File: src/rtl/if_pkg.sv
// Shared types and constants for the instruction-fetch stage.
package if_pkg;

    // Fetch sequencing states: issue a request, wait for its response,
    // or park a response that the decode stage could not take yet.
    typedef enum logic [1:0] {
        FETCH = 2'd0,
        WAIT  = 2'd1,
        HOLD  = 2'd2
    } fetch_state_t;

    localparam int unsigned PC_INC      = 4;
    localparam logic [31:0] DEFAULT_NOP = 32'h0000_0000;

endpackage

File: src/rtl/if_id_reg.sv
// IF/ID pipeline register. Priority: flush > hold > load > bubble.
module if_id_reg
    import if_pkg::*;
#(
    parameter int          PC_WIDTH  = 10,
    parameter logic [31:0] NOP_INSTR = DEFAULT_NOP
) (
    input  logic                clk,
    input  logic                rst_n,
    input  logic                i_flush,
    input  logic                i_hold,
    input  logic                i_load,
    input  logic [31:0]         i_instr,
    input  logic [PC_WIDTH-1:0] i_pc_plus4,
    output logic [31:0]         o_instr,
    output logic [PC_WIDTH-1:0] o_pc_plus4,
    output logic                o_valid
);

    logic [31:0]         r_instr;
    logic [PC_WIDTH-1:0] r_pc_plus4;
    logic                r_valid;

    // pc_plus4 is only meaningful while valid, so bubbles leave it untouched.
    always_ff @(posedge clk or negedge rst_n) begin
        if (!rst_n) begin
            r_instr    <= NOP_INSTR;
            r_pc_plus4 <= '0;
            r_valid    <= 1'b0;
        end else if (i_flush) begin
            r_instr <= NOP_INSTR;
            r_valid <= 1'b0;
        end else if (i_hold) begin
            r_instr <= r_instr;
        end else if (i_load) begin
            r_instr    <= i_instr;
            r_pc_plus4 <= i_pc_plus4;
            r_valid    <= 1'b1;
        end else begin
            r_instr <= NOP_INSTR;
            r_valid <= 1'b0;
        end
    end

    assign o_instr    = r_instr;
    assign o_pc_plus4 = r_pc_plus4;
    assign o_valid    = r_valid;

endmodule

File: src/rtl/if_fetch_stage.sv
// Instruction-fetch stage: single-outstanding fetch FSM feeding IF/ID.
//
// state | meaning
// ------+-----------------------------------------------------------------
// FETCH | request at pc offered to memory; responses here are stale
// WAIT  | request accepted, waiting for its response (squash = discard it)
// HOLD  | response parked in hold buffer until decode accepts it
module if_fetch_stage
    import if_pkg::*;
#(
    parameter int                  PC_WIDTH  = 10,
    parameter logic [PC_WIDTH-1:0] RESET_PC  = '0,
    parameter logic [31:0]         NOP_INSTR = DEFAULT_NOP
) (
    input  logic                clk,
    input  logic                reset,
    input  logic                branch_taken,
    input  logic [PC_WIDTH-1:0] branch_address,
    input  logic                jump,
    input  logic [PC_WIDTH-1:0] jump_address,
    input  logic                Data_Hazard,
    input  logic                IF_Flush,
    output logic                imem_req_valid,
    input  logic                imem_req_ready,
    output logic [PC_WIDTH-1:0] imem_addr,
    input  logic                imem_rsp_valid,
    input  logic [31:0]         imem_rsp_data,
    output logic [31:0]         instr,
    output logic [PC_WIDTH-1:0] pc_plus4,
    output logic                if_id_valid
);

    fetch_state_t        r_state;
    logic [PC_WIDTH-1:0] r_pc;
    logic                r_squash;
    logic                r_req_en;
    logic [31:0]         r_hold_data;

    fetch_state_t        w_state_nxt;
    logic [PC_WIDTH-1:0] w_pc_nxt;
    logic                w_squash_nxt;
    logic                w_hold_we;
    logic                w_load;
    logic [31:0]         w_load_data;
    logic                w_req_valid;

    logic                w_adv;
    logic                w_redir;
    logic [PC_WIDTH-1:0] w_target;
    logic [PC_WIDTH-1:0] w_pc_inc;
    logic                w_accept;

    assign w_adv    = Data_Hazard;
    assign w_redir  = w_adv & (jump | branch_taken);
    assign w_target = jump ? jump_address : branch_address;
    assign w_pc_inc = r_pc + PC_WIDTH'(PC_INC);
    assign w_accept = w_req_valid & imem_req_ready;

    // State, PC and hold-buffer registers; r_req_en delays the first
    // request by one edge after reset release.
    always_ff @(posedge clk or negedge reset) begin
        if (!reset) begin
            r_state     <= FETCH;
            r_pc        <= RESET_PC;
            r_squash    <= 1'b0;
            r_req_en    <= 1'b0;
            r_hold_data <= NOP_INSTR;
        end else begin
            r_state  <= w_state_nxt;
            r_pc     <= w_pc_nxt;
            r_squash <= w_squash_nxt;
            r_req_en <= 1'b1;
            if (w_hold_we) begin
                r_hold_data <= imem_rsp_data;
            end
        end
    end

    // Next-state, PC update and IF/ID load selection.
    always_comb begin
        w_state_nxt  = r_state;
        w_pc_nxt     = r_pc;
        w_squash_nxt = r_squash;
        w_hold_we    = 1'b0;
        w_load       = 1'b0;
        w_load_data  = r_hold_data;
        w_req_valid  = 1'b0;

        case (r_state)
            FETCH: begin
                w_req_valid = r_req_en;
                if (w_accept) begin
                    w_state_nxt  = WAIT;
                    w_squash_nxt = w_redir;
                end
            end
            WAIT: begin
                if (imem_rsp_valid) begin
                    w_state_nxt = FETCH;
                    if (r_squash) begin
                        w_squash_nxt = 1'b0;
                    end else if (w_redir) begin
                        w_squash_nxt = 1'b0;
                    end else if (w_adv && !IF_Flush) begin
                        w_load      = 1'b1;
                        w_load_data = imem_rsp_data;
                        w_pc_nxt    = w_pc_inc;
                    end else begin
                        w_hold_we   = 1'b1;
                        w_state_nxt = HOLD;
                    end
                end else if (w_redir) begin
                    w_squash_nxt = 1'b1;
                end
            end
            HOLD: begin
                if (w_redir) begin
                    w_state_nxt = FETCH;
                end else if (w_adv && !IF_Flush) begin
                    w_load      = 1'b1;
                    w_load_data = r_hold_data;
                    w_pc_nxt    = w_pc_inc;
                    w_state_nxt = FETCH;
                end
            end
            default: begin
                w_state_nxt = FETCH;
            end
        endcase

        // A redirect always retargets the PC, whatever else happens.
        if (w_redir) begin
            w_pc_nxt = w_target;
        end
    end

    if_id_reg #(
        .PC_WIDTH  (PC_WIDTH),
        .NOP_INSTR (NOP_INSTR)
    ) u_if_id_reg (
        .clk        (clk),
        .rst_n      (reset),
        .i_flush    (IF_Flush | w_redir),
        .i_hold     (~w_adv),
        .i_load     (w_load),
        .i_instr    (w_load_data),
        .i_pc_plus4 (w_pc_inc),
        .o_instr    (instr),
        .o_pc_plus4 (pc_plus4),
        .o_valid    (if_id_valid)
    );

    assign imem_req_valid = w_req_valid;
    assign imem_addr      = r_pc;

endmodule

File: config.mk
export PLATFORM = sky130hd
export DESIGN_NAME = if_fetch_stage
export DESIGN_NICKNAME = d
export VERILOG_FILES = /design/src/rtl/if_pkg.sv /design/src/rtl/if_id_reg.sv /design/src/rtl/if_fetch_stage.sv
export SDC_FILE = /design/constraint.sdc
export NUM_CORES = 1
export LEC_CHECK = 0
export BUFFER_PORTS_ARGS = -buffer_cell sky130_fd_sc_hd__buf_2
export CORE_MARGIN = 2
export CORE_UTILIZATION = 52
export CTS_CLUSTER_DIAMETER = 80
export DETAILED_ROUTE_END_ITERATION = 6
export PLACE_DENSITY = 0.76
export SYNTH_ARGS = -nofsm -noshare
export SYNTH_HDL_FRONTEND = slang
export SYNTH_SLANG_ARGS = --single-unit
File: constraint.sdc
create_clock -name clk -period 2.36 [get_ports clk]
set_input_delay 0.236 -clock clk [delete_from_list [all_inputs] [get_ports clk]]
set_output_delay 0.236 -clock clk [all_outputs]
set_load 0.01 [all_outputs]
# --- Yosys cells after proc, flatten, opt, wreduce, memory -nomap -nowiden ---
# Cells that the tools add are included.
# Widths: inputs -> output; s select.
word_totals:
  register_bits: 89
  input_bits: 60
  output_inout_bits: 54
  wordCells: 71
classes:
  addsub: 1
  n_eq_ne: 7
  muxes: 40
  bitwise_logic: 5
  n_reduce_logical: 10
op_table:
  columns: ["op", "n"]
  rows:
  - ["$mux 32", 8]
  - ["$mux 10", 5]
  - ["$pmux 10 s2", 1]
  - ["$mux 1", 16]
  - ["$mux 2", 7]
  - ["$reduce_and 3->1", 4]
  - ["$add 10x3->10 const B", 1]
  - ["$ne 3x3->1 const B", 3]
  - ["$pmux 2 s3", 1]
  - ["$ne 2x2->1 const B", 2]
  - ["$pmux 1 s2", 2]
  - ["$reduce_bool 2->1", 2]
  - ["$reduce_bool 3->1", 1]
  - ["$and 1x1->1", 2]
  - ["$eq 2x1->1 const B", 1]
  - ["$eq 2x2->1 const B", 1]
  - ["$logic_not 2->1", 1]
  - ["$or 1x1->1", 2]
  - ["$logic_and 1x1->1", 1]
  - ["$logic_not 1->1", 1]
  - ["$not 1->1", 1]

# --- Depth between registers and ports, before layout ---
# Gate-level depths: netlist of the first run.
logic_depth:
  depth_word: 10
  ltp_mapped: 8
  depth_no_buf: 6

# --- By module ---
# From an unflattened synthesis of the first run, not the netlist that was laid out.
hier_totals:
  hier_cells: 391
  hier_area_um2: 4511.8
modules_own_cells:
  columns: ["mod", "instances", "cells_per_inst", "area_each_um2", "seq_area_each_um2"]
  rows:
  - ["if_fetch_stage", 1, 223, 2636.3, 1151.1]
  - ["if_id_reg", 1, 168, 1875.5, 1076.0]

# --- Worst setup path after synthesis of the first run ---
# OpenSTA, ideal clock, no wires.
synth_timing:
  path_kind: "reg-to-reg"
  start: "register r_state[1]"
  end: "register u_if_id_reg.r_pc_plus4[0], in the netlist u_if_id_reg.o_pc_plus4[0]"
  setup_time_ns: 0.128
  arrival_ns: 1.660
  t_required_ns: 2.232
  slack_ns: 0.573
  path_stages_with_launch: 7
  n_path_buf: 1
  synth_period_minus_slack_ns: 1.787
  cell_sequence: "dfrtp_1 -> inv_1 -> ha_1 -> and3b_2 -> o2111ai_2 -> buf_2 -> mux2_1"
synth_between:
  elab_chain_len: 3
  elab_cells_between_ends: 4
  classes_between: "eq/ne: 2; mux: 1; reduce/logical: 1"
synth_rtl:
  columns: ["element", "line_no", "rtl"]
  rows:
  - ["start: declaration", "if_fetch_stage.sv:33", "fetch_state_t r_state;"]
  - ["start signal: assignment", "if_fetch_stage.sv:69", "r_state <= w_state_nxt;"]
  - ["$eq 2x2->1 / $eq 2x1->1 (equally long branches)", "if_fetch_stage.sv:89", "case (r_state)"]
  - ["$pmux 1 s2 *", "if_fetch_stage.sv:89", null]
  - ["$reduce_and 3->1 (no source line) *", null, null]
  - ["end signal: assignment", "if_id_reg.sv:37", "r_pc_plus4 <= i_pc_plus4;"]
  - ["end: declaration", "if_id_reg.sv:21", "logic [PC_WIDTH-1:0] r_pc_plus4;"]
# Mark *: on every way between the ends. The rest lies on a longest branch, timed or not.
# A chain may end at the register's enable or synchronous reset.

# --- Worst setup path in the final report of the first run ---
layout_timing:
  start: "register r_state[1]"
  end: "register r_hold_data[0]"
layout_between:
  elab_chain_len: 2
layout_rtl:
  columns: ["element", "line_no", "rtl"]
  rows:
  - ["$eq 2x1->1", "if_fetch_stage.sv:89", null]
  - ["$mux 1", "if_fetch_stage.sv:89", null]
  - ["end signal: assignment", "if_fetch_stage.sv:74", "r_hold_data <= imem_rsp_data;"]
  - ["end: declaration", "if_fetch_stage.sv:37", "logic [31:0] r_hold_data;"]
# No other way between the ends.

==> results of run 1 <==
routing by layer:
metal | wire, um | vias up
met5 | 0 | -
met4 | 235 | 0
met3 | 424 | 17
met2 | 4430 | 78
met1 | 4120 | 1555
li1 | - | 1499
critical path, stage by stage, from the launching register on:
cell     delay [ps]
dfrtp_1         400
inv_1           100
ha_1            250
and3b_2         290
and2_4          330
buf_4           200
mux2_1          330
stage by stage:
stage          util, %  total power (W)  std cells  setup WS, ps  hold slack [ps]
2_1_floorplan        -          0.00331        354           573            -59.6
3_3_place_gp      62.4          0.00369        556           411              295
3_5_place_dp      62.4          0.00375        556           344              303
4_1_cts           64.8          0.00474        573           345              104
5_1_grt           64.8          0.00500        573           221              100
6_report          64.8          0.00471        573           346              118
layout by cell type (no fill, tap or decap), types with 3 or more instances in the layout:
| cell | netlist | final |
|---|---|---|
| a211oi_1 | 4 | 4 |
| a21oi_1 | 5 | 5 |
| buf_2 | 8 | 112 |
| buf_4 | 3 | 12 |
| clkbuf_8 | 0 | 9 |
| clkinvlp_4 | 0 | 3 |
| dfrtp_1 | 89 | 89 |
| ha_1 | 5 | 5 |
| inv_1 | 4 | 4 |
| mux2_1 | 5 | 5 |
| mux2_4 | 30 | 30 |
| mux2i_1 | 5 | 5 |
| nand2_1 | 44 | 44 |
| nand3_1 | 3 | 3 |
| nor2b_1 | 7 | 7 |
| o211ai_1 | 6 | 6 |
| o21ai_0 | 11 | 10 |
| o21ai_1 | 33 | 34 |
| o22ai_1 | 32 | 32 |
| xnor2_1 | 3 | 3 |
| xor2_1 | 4 | 4 |
path summary, 6_finish.rpt:
| path | start | end |
|---|---|---|
| setup / recovery | r_state[1] | r_hold_data[0] |
| hold / removal | imem_rsp_data[19] | r_hold_data[19] |
| setup reg to reg | r_state[1] | r_hold_data[0] |
| hold reg to reg | u_if_id_reg.o_instr[5] | u_if_id_reg.o_instr[5] |
| max in group asynchronous | reset | r_hold_data[9] |
| min in group asynchronous | reset | r_hold_data[25] |
timing repair:
item,in CTS,in global routing
gates resized for setup,0,0
hold buffers,1,0
hold endpoints to repair,47,0
where the power goes:
group,internal [W],switching (W)
clock,0.000396,0.000580
sequential,0.00193,0.000269
combinational,0.000852,0.000687
total,0.00318,0.00154
flip-flops by register name (all words and copies together), names as in the netlist:
| register | count |
|---|---|
| u_if_id_reg.o_pc_plus4 | 10 |
| r_squash | 1 |
| imem_addr | 10 |
| r_hold_data | 32 |
| u_if_id_reg.o_valid | 1 |
| r_req_en | 1 |
| r_state | 2 |
| u_if_id_reg.o_instr | 32 |
cell type report:
class / count / area [um^2] / area share [%]
Sequential cell: 89 / 2230 / 44.7
Clock inverter: 6 / 51.3 / 1.03
Timing Repair Buffer: 127 / 701 / 14.1
Inverter: 4 / 15.0 / 0.301
Multi-Input combinational cell: 235 / 1730 / 34.8
Tap cell: 102 / 128 / 2.56
Clock buffer: 10 / 128 / 2.56
logic make-up after synthesis:
| family | after synthesis |
|---|---|
| compound gates | 107 |
| flops | 89 |
| simple gates | 74 |
| mux | 41 |
| buf+inv | 30 |
| xor+xnor | 7 |
| fa+ha+maj | 5 |
| other cells | 1 |
==> flow_summary.toml, run 1 <==
[global_routing]
top_usage_layer = "met2"
use_met2_pct = 35.0
grt_overflow = 0
antenna_found_initial = 0
met3_usage_pct = 4.03
grt_use_total_pct = 22.4
grt_max_degree = 50
grt_pass1_wl_um = 15200
gr-usage-met1_pct = 31.0
grt_pass1_vias = 3129

[sta]
slew_headroom_pct = 58.5
tns_ps = 0
rsz0062_at_grt = "false"
finalSetupViolations = 0
clock_skew_ps = 18.1
maxSlewViolCount = 0
tightest_slew_ps = 623
fmax_mhz = 496
period_share_pct = 85.3
hold_viol = 0
period_minus_slack_ps = 2010

[yosys]
syn_nets = 419
yosysWarnings = 0
syn_inst = 354
synth.area.top_cells = "dfrtp_1 (54%), mux2_4 (11%), o22ai_1 (4.9%), nand2_1 (4.0%), o21ai_1 (4.0%)"
synthMuxAreaShare_pct = 13.8
synth_cell_types = 51
synth_common_cells = "dfrtp_1 (89), nand2_1 (44), o21ai_1 (33), o22ai_1 (32), mux2_4 (30)"
synth_top_family_by_area = "compound AO/OA/AOI/OAI gates"
synth_edf_count = 0
async_flop_share_pct = 100
ys_ff_latch = 89
synth_top_area_cell = "dfrtp_1"
synth-compound-area-share_pct = 16.0
synth_xor_area_share_pct = 1.49
netlist.area_leader.share_pct = 54.1
avgSynthCellArea_um2 = 11.6
ys_seq_area_share_pct = 54.1
synth_most_common_cell = "dfrtp_1"
ys.flop_type = "dfrtp_1"
netlist_area_um2 = 4120
synthSimpleGateAreaFrac_pct = 8.90
synthAdderAreaFrac_pct = 1.52

[final_layout]
drive_gt1_share_pct = 38.4
area_growth_syn_to_layout_pct = 21.0
design_area_um2 = 4980
diodes = 0
fill_cells = 645
finalNetCount = 531

[placement]
port_buffers = 113
dpl.hpwl_um = 6410
dpl_cell_area_um2 = 4790
gp_congestion = 0.797

[flow_run]
drv_cap = 0

[cts]
clock_path_buffers = 2
htreeDepth = 3
cts_tree = "yes"
cts_sinks = 89
clock_latency_ps = 370
clk_pin_slew_worst_paths_ps = 100
cts-root-buf = "clkbuf_8"
post_cts_buffers = 0
cts_inserted_buffers = 9

[worst_setup_path]
path_max_fanout = 13
cp.arrival_ps = 2260
ff2ff_path_depth = 6
rrSetupSlack_ps = 350
cp_data_required_time_ps = 2610
end_kind = "register"
criticalPathCategory = "reg -> reg"
cp-start-kind = "register"

[detailed_routing]
dr_total_vias = 3149
wl_per_cell_um = 16.1
routed_via_density = 5.50
ant_nets = 0
dr.pass1.iters = 4
wl_um = 9210
drc_errors = 0
initialDrtViolationCount = 107

[die]
die_height_um = 93
io_pins = 114
coreArea_um2 = 7690
fp-row-count = 32
start_util_pct = 53.6
die_area_um2 = 8650
die_x_um = 93

[min_path]
hold_class = "in -> reg"
whs_path_depth = 2

[power_and_ir_drop]
p_leak_nw = 2.44
powerDensity_nw_per_um2 = 945
peakVddDrop_mv = 0.549

[status]
status = "completed"
Note: power is estimated with default switching activity, not from simulation.
==> run 2: changes to the inputs <==
CELL_PAD_IN_SITES_DETAIL_PLACEMENT = 0   (was default)
CELL_PAD_IN_SITES_GLOBAL_PLACEMENT = 1   (was default)
CORE_UTILIZATION = 41   (was 52)
PLACE_DENSITY = 0.77   (was 0.76)
RECOVER_POWER = 50   (was default)
==> run 2 against run 1 <==
Effect of this change:
- the flow now finishes with violations (max-capacitance violations, max-slew violations)
- critical path type unchanged
- register-to-register slack worse by 40 ps
- combinational power is 3% lower
- clock skew shrank 2.7 ps
- power grew 0.35%
- count of clock-buffer cells in the layout unchanged
- die area rose by 26%
- cell count rose by 5.1%
- maximum frequency decreased by 2.0%
- via count fell by 2.4%
- wire length up 3.2%
- non-clock buffer count is 2 lower
==> flow_summary.toml, run 2 (synthesized netlist as in run 1, its figures left out) <==
[status]
status = "finished, violations left"
violations = "max-capacitance violations, max-slew violations"

[die]
coreArea_um2 = 9770
die_height_um = 104
start_util_pct = 42.1
die_x_um = 104
die_area_um2 = 10900
io_pins = 114
fp-row-count = 36

[global_routing]
grt_max_degree = 63
met3_usage_pct = 3.26
grt_use_total_pct = 18.1
antenna_found_initial = 0
use_met2_pct = 29.4
grt_pass1_wl_um = 15800
grt_overflow = 0
grt_pass1_vias = 3148
gr-usage-met1_pct = 24.5
top_usage_layer = "met2"

[final_layout]
finalNetCount = 529
ff_latch_area_um2 = 2230
fill_cells = 937
final_cell_mix = "dfrtp_1 (89), buf_2 (58), clkbuf_1 (56)"
final_common_cell = "dfrtp_1"
multi_input_area_um2 = 1730
diodes = 0
area_growth_syn_to_layout_pct = 19.8
drive_gt1_share_pct = 26.4

[cts]
clk_pin_slew_worst_paths_ps = 90
cts-root-buf = "clkbuf_8"
cts_sinks = 89
clock_path_buffers = 2
clock_latency_ps = 350
post_cts_buffers = 0
cts_inserted_buffers = 9
cts_tree = "yes"
cts_resized = 0
htreeDepth = 3

[detailed_routing]
wl_per_cell_um = 15.8
dr.pass1.iters = 4
drc_errors = 0
wl_um = 9510
initialDrtViolationCount = 48
dr_total_vias = 3072
ant_nets = 0
routed_via_density = 5.10

[placement]
port_buffers = 113
dpl.hpwl_um = 6550
pre_cts_slack_ps = 274
gp_congestion = 0.798

[worst_setup_path]
cp-startpoint = "r_state[1]"
ff2ff_path_depth = 6
cp_slowest_cell = "o2111ai_4"
criticalPathCategory = "reg -> reg"
cpPeakStageDelay_ps = 470
cp-start-kind = "register"
rrSetupSlack_ps = 300
rr_startpoint = "r_state[1]"
crit_chain = "inv_1, ha_1, and3b_2, o2111ai_4, buf_4, o21ai_1"
endpoint = "u_if_id_reg.o_instr[27]"
cp_top_family = "compound AO/OA/AOI/OAI gates"
path_max_fanout = 20
end_kind = "register"
r2r_end = "u_if_id_reg.o_instr[27]"
cp_num_cells = 6
cp.buffers_inverters = 2
cp.arrival_ps = 2290
cp_data_required_time_ps = 2600

[sta]
fin_ws_ps = 304
clock_skew_ps = 15.4
tns_ps = 0
period_minus_slack_ps = 2060
period_share_pct = 87.1
finalSetupViolations = 0
whs_ps = 120
fmax_mhz = 486
tightest_slew_ps = 1560
hold_viol = 0
slew_headroom_pct = -4.25
rsz0062_at_grt = "false"
maxSlewViolCount = 63

[power_and_ir_drop]
peakVddDrop_mv = 0.394
powerDensity_nw_per_um2 = 958
p_leak_nw = 2.21

[min_path]
hold_class = "in -> reg"
worstHoldStart = "imem_rsp_data[1]"

[flow_run]
drv_cap = 1
## run 2: cell type report
class | instances | share of cell area, %
Clock buffer | 10 | 2.59
Tap cell | 133 | 3.37
Timing Repair Buffer | 125 | 12.1
Sequential cell | 89 | 45.1
Inverter | 4 | 0.304
Clock inverter | 6 | 1.34
Multi-Input combinational cell | 235 | 35.1
## run 2: worst min path at each step
| stage | to | slack (ps) | depth (start not counted) |
|---|---|---|---|
| detailed placement | u_if_id_reg.o_instr[30] | 370 | 1 |
| finish | r_hold_data[1] | 120 | 2 |
| global route | r_hold_data[30] | 110 | 2 |
| CTS | r_hold_data[1] | 110 | 2 |
| global placement | u_if_id_reg.o_instr[30] | 370 | 1 |
| floorplan | imem_addr[0] | -60 | 0 |
## run 2: report_power, final
group	leakage, nW	switching, W	internal (W)
registers	1.15	0.000272	0.00193
logic	0.978	0.000678	0.000816
clock network	0.0889	0.000541	0.000492
total	2.21	0.00149	0.00324
## run 2: per-layer routing
| metal | wire [um] | up-vias |
|---|---|---|
| li1 | - | 1490 |
| met1 | 4540 | 1509 |
| met2 | 4550 | 62 |
| met3 | 295 | 11 |
| met4 | 127 | 0 |
| met5 | 0 | - |
## run 2: repair_timing
action / in CTS / in global routing
setup endpoints to repair: 0 / 0
hold buffers: 1 / 0
endpoints found under the hold margin: 49 / 0
## run 2: stage by stage
step | power [W] | util (%) | std cells | area [um^2]
after floorplan | 0.00331 | - | 354 | 4120
after global placement | 0.00369 | 49.2 | 585 | 4810
after detailed placement | 0.00374 | 49.2 | 585 | 4810
after CTS | 0.00479 | 51.3 | 602 | 5010
after global routing | 0.00504 | 50.5 | 602 | 4940
final | 0.00473 | 50.5 | 602 | 4940
==> run 3: changes to the inputs <==
CAP_MARGIN = 20   (was default)
CORE_UTILIZATION = 42   (was 41)
PLACE_DENSITY = 0.78   (was 0.77)
SYNTH_HIERARCHICAL = 1   (was default)
==> run 3 against run 2 <==
Effect of this change:
- the run now ends clean
- sequential power down 5%
- first-iteration DRC count rose to 2.9 times the previous value
- worst setup slack worse by 42 ps
- hold slack worse by 3.5 ps
- highest routed layer unchanged
==> flow_summary.toml, run 3 <==
[yosys]
avgSynthCellArea_um2 = 11.5
syn_nets = 456
synth_common_cells = "dfrtp_1 (89), a21oi_1 (44), nand2_1 (38), mux2_1 (33)"
ys_ff_latch = 89
ys.flop_type = "dfrtp_1"
yosysWarnings = 6
synth_edf_count = 0
synth_top_area_cell = "dfrtp_1"
syn_inst = 391
netlist.area_leader.share_pct = 49.4
netlist_area_um2 = 4510
synth.area.top_cells = "dfrtp_1 (49%), mux2_1 (8.2%), mux2_2 (8.0%), nand3b_1 (5.3%), a21oi_1 (4.9%)"
synth_most_common_cell = "dfrtp_1"
async_flop_share_pct = 100
ys_seq_area_share_pct = 49.4
synth_cell_types = 38

[die]
die_height_um = 108
coreArea_um2 = 10400
start_util_pct = 43.5
die_area_um2 = 11600
io_pins = 114
fp-row-count = 37
die_x_um = 108

[placement]
port_buffers = 113
pre_cts_slack_ps = 259
dpl.hpwl_um = 6830
gp_congestion = 0.794

[detailed_routing]
drc_errors = 0
ant_nets = 0
initialDrtViolationCount = 139
dr_total_vias = 3292
wl_um = 10100
dr.pass1.iters = 4
routed_via_density = 5.14
wl_per_cell_um = 15.8

[worst_setup_path]
endpoint = "u_if_id_reg/o_pc_plus4[1]"
rrSetupSlack_ps = 260
cp_data_required_time_ps = 2590
crit_chain = "inv_1, ha_1, nand3b_4, a21oi_4, nor3b_4, buf_4, mux2_4"
path_max_fanout = 10
cp-startpoint = "r_state[1]"
criticalPathCategory = "reg -> reg"
end_kind = "register"
r2r_end = "u_if_id_reg/o_pc_plus4[1]"
ff2ff_path_depth = 7
rr_startpoint = "r_state[1]"
cpPeakStageDelay_ps = 410
cp.arrival_ps = 2330
cp_slowest_cell = "dfrtp_1"
cp-start-kind = "register"

[global_routing]
met3_usage_pct = 3.69
use_met2_pct = 28.9
grt_use_total_pct = 17.9
grt_max_degree = 66
grt_overflow = 0
gr-usage-met1_pct = 23.9
grt_pass1_vias = 3294
grt_pass1_wl_um = 16300
antenna_found_initial = 0
top_usage_layer = "met2"

[sta]
finalSetupViolations = 0
clock_skew_ps = 14.7
tns_ps = 0
slew_headroom_pct = 12.5
fin_ws_ps = 262
period_minus_slack_ps = 2100
period_share_pct = 88.9
maxSlewViolCount = 0
tightest_slew_ps = 1310
rsz0062_at_grt = "false"
fmax_mhz = 477
hold_viol = 0

[final_layout]
area_growth_syn_to_layout_pct = 18.9
final_common_cell = "dfrtp_1"
final_cell_mix = "dfrtp_1 (89), buf_2 (65), clkbuf_1 (49)"
diodes = 0
finalNetCount = 564
drive_gt1_share_pct = 28.4

[cts]
clock_path_buffers = 2
cts_tree = "yes"
htreeDepth = 3
clk_pin_slew_worst_paths_ps = 90
cts_sinks = 89
cts-root-buf = "clkbuf_8"
post_cts_buffers = 0
clock_latency_ps = 350
cts_inserted_buffers = 9

[power_and_ir_drop]
powerDensity_nw_per_um2 = 845
peakVddDrop_mv = 0.316
p_leak_nw = 2.27

[flow_run]
drv_cap = 0

[min_path]
hold_class = "in -> reg"

[status]
status = "completed"
## run 3: changes by cell type after synthesis, moves of 20 or more
cell      before  now
o22ai_1       32    0
a21oi_1        5   44
mux2_1         5   33
mux2_4        30   10
nand3b_1       1   32
mux2_2         1   32
o21ai_1       33    1
## run 3: logic make-up after synthesis
kind of cell	after synthesis	synth area share, %
muxes	79	20.4
and+or+nand+nor	103	13.1
other	1	0.0831
DFF	89	49.4
buffers and inverters	36	4.33
xor gates and xnor gates	13	2.52
AOI/OAI and AO/OA	65	8.82
adders and majority gates	5	1.39
## run 3: per-stage QoR
step / hold WS [ps] / power [W] / area [um^2] / utilization (%) / cells
after floorplan: -59.6 / 0.00306 / 4510 / - / 391
after global placement: 316 / 0.00336 / 5200 / 50.2 / 623
after detailed placement: 319 / 0.00342 / 5200 / 50.2 / 623
after CTS: 103 / 0.00458 / 5430 / 52.4 / 640
after global routing: 96.3 / 0.00481 / 5370 / 51.7 / 640
final: 116 / 0.00453 / 5370 / 51.7 / 640
## run 3: timing repair
action,CTS,global route
resized for setup,0,0
hold buffers,1,0
endpoints found under the setup margin,0,0
endpoints found under the hold margin,50,0
## run 3: report_power, final
| group | total [W] | internal (W) | switching, W |
|---|---|---|---|
| registers | 0.00209 | 0.00188 | 0.000211 |
| logic | 0.00128 | 0.000698 | 0.000586 |
| clock network | 0.00116 | 0.000601 | 0.000559 |
## run 3: metal layers
metal  share of wire [%]  wire [um]
met1                  47       4750
met2                  47       4750
met3                 5.1        517
met4                 1.1        108
met5                   0          0
## run 3: worst min-delay path by stage
stage / from / depth (start not counted) / to
floorplan: reset / 0 / imem_addr[0]
global placement: reset / 1 / u_if_id_reg/o_instr[17]
detailed placement: reset / 1 / u_if_id_reg/o_instr[17]
CTS: imem_rsp_data[26] / 2 / r_hold_data[26]
global route: imem_rsp_data[26] / 2 / r_hold_data[26]
finish: imem_rsp_data[26] / 2 / r_hold_data[26]
## run 3: worst max-delay path: cells and delay by family (launching register included)
kind / cells / cell delay, ps
AOI/OAI and AO/OA: 1 / 190
DFF: 1 / 410
and+or+nand+nor: 2 / 380
adders and majority gates: 1 / 330
buffers and inverters: 2 / 360
muxes: 1 / 320
## run 3: layout make-up
type	instances	area (um^2)
timing repair buffer	125	608
fill	990	5000
multi-input combinational	266	2110
clock buffer	10	128
sequential	89	2230
inverter	8	30.0
tap	136	170
clock inverter	6	92.6
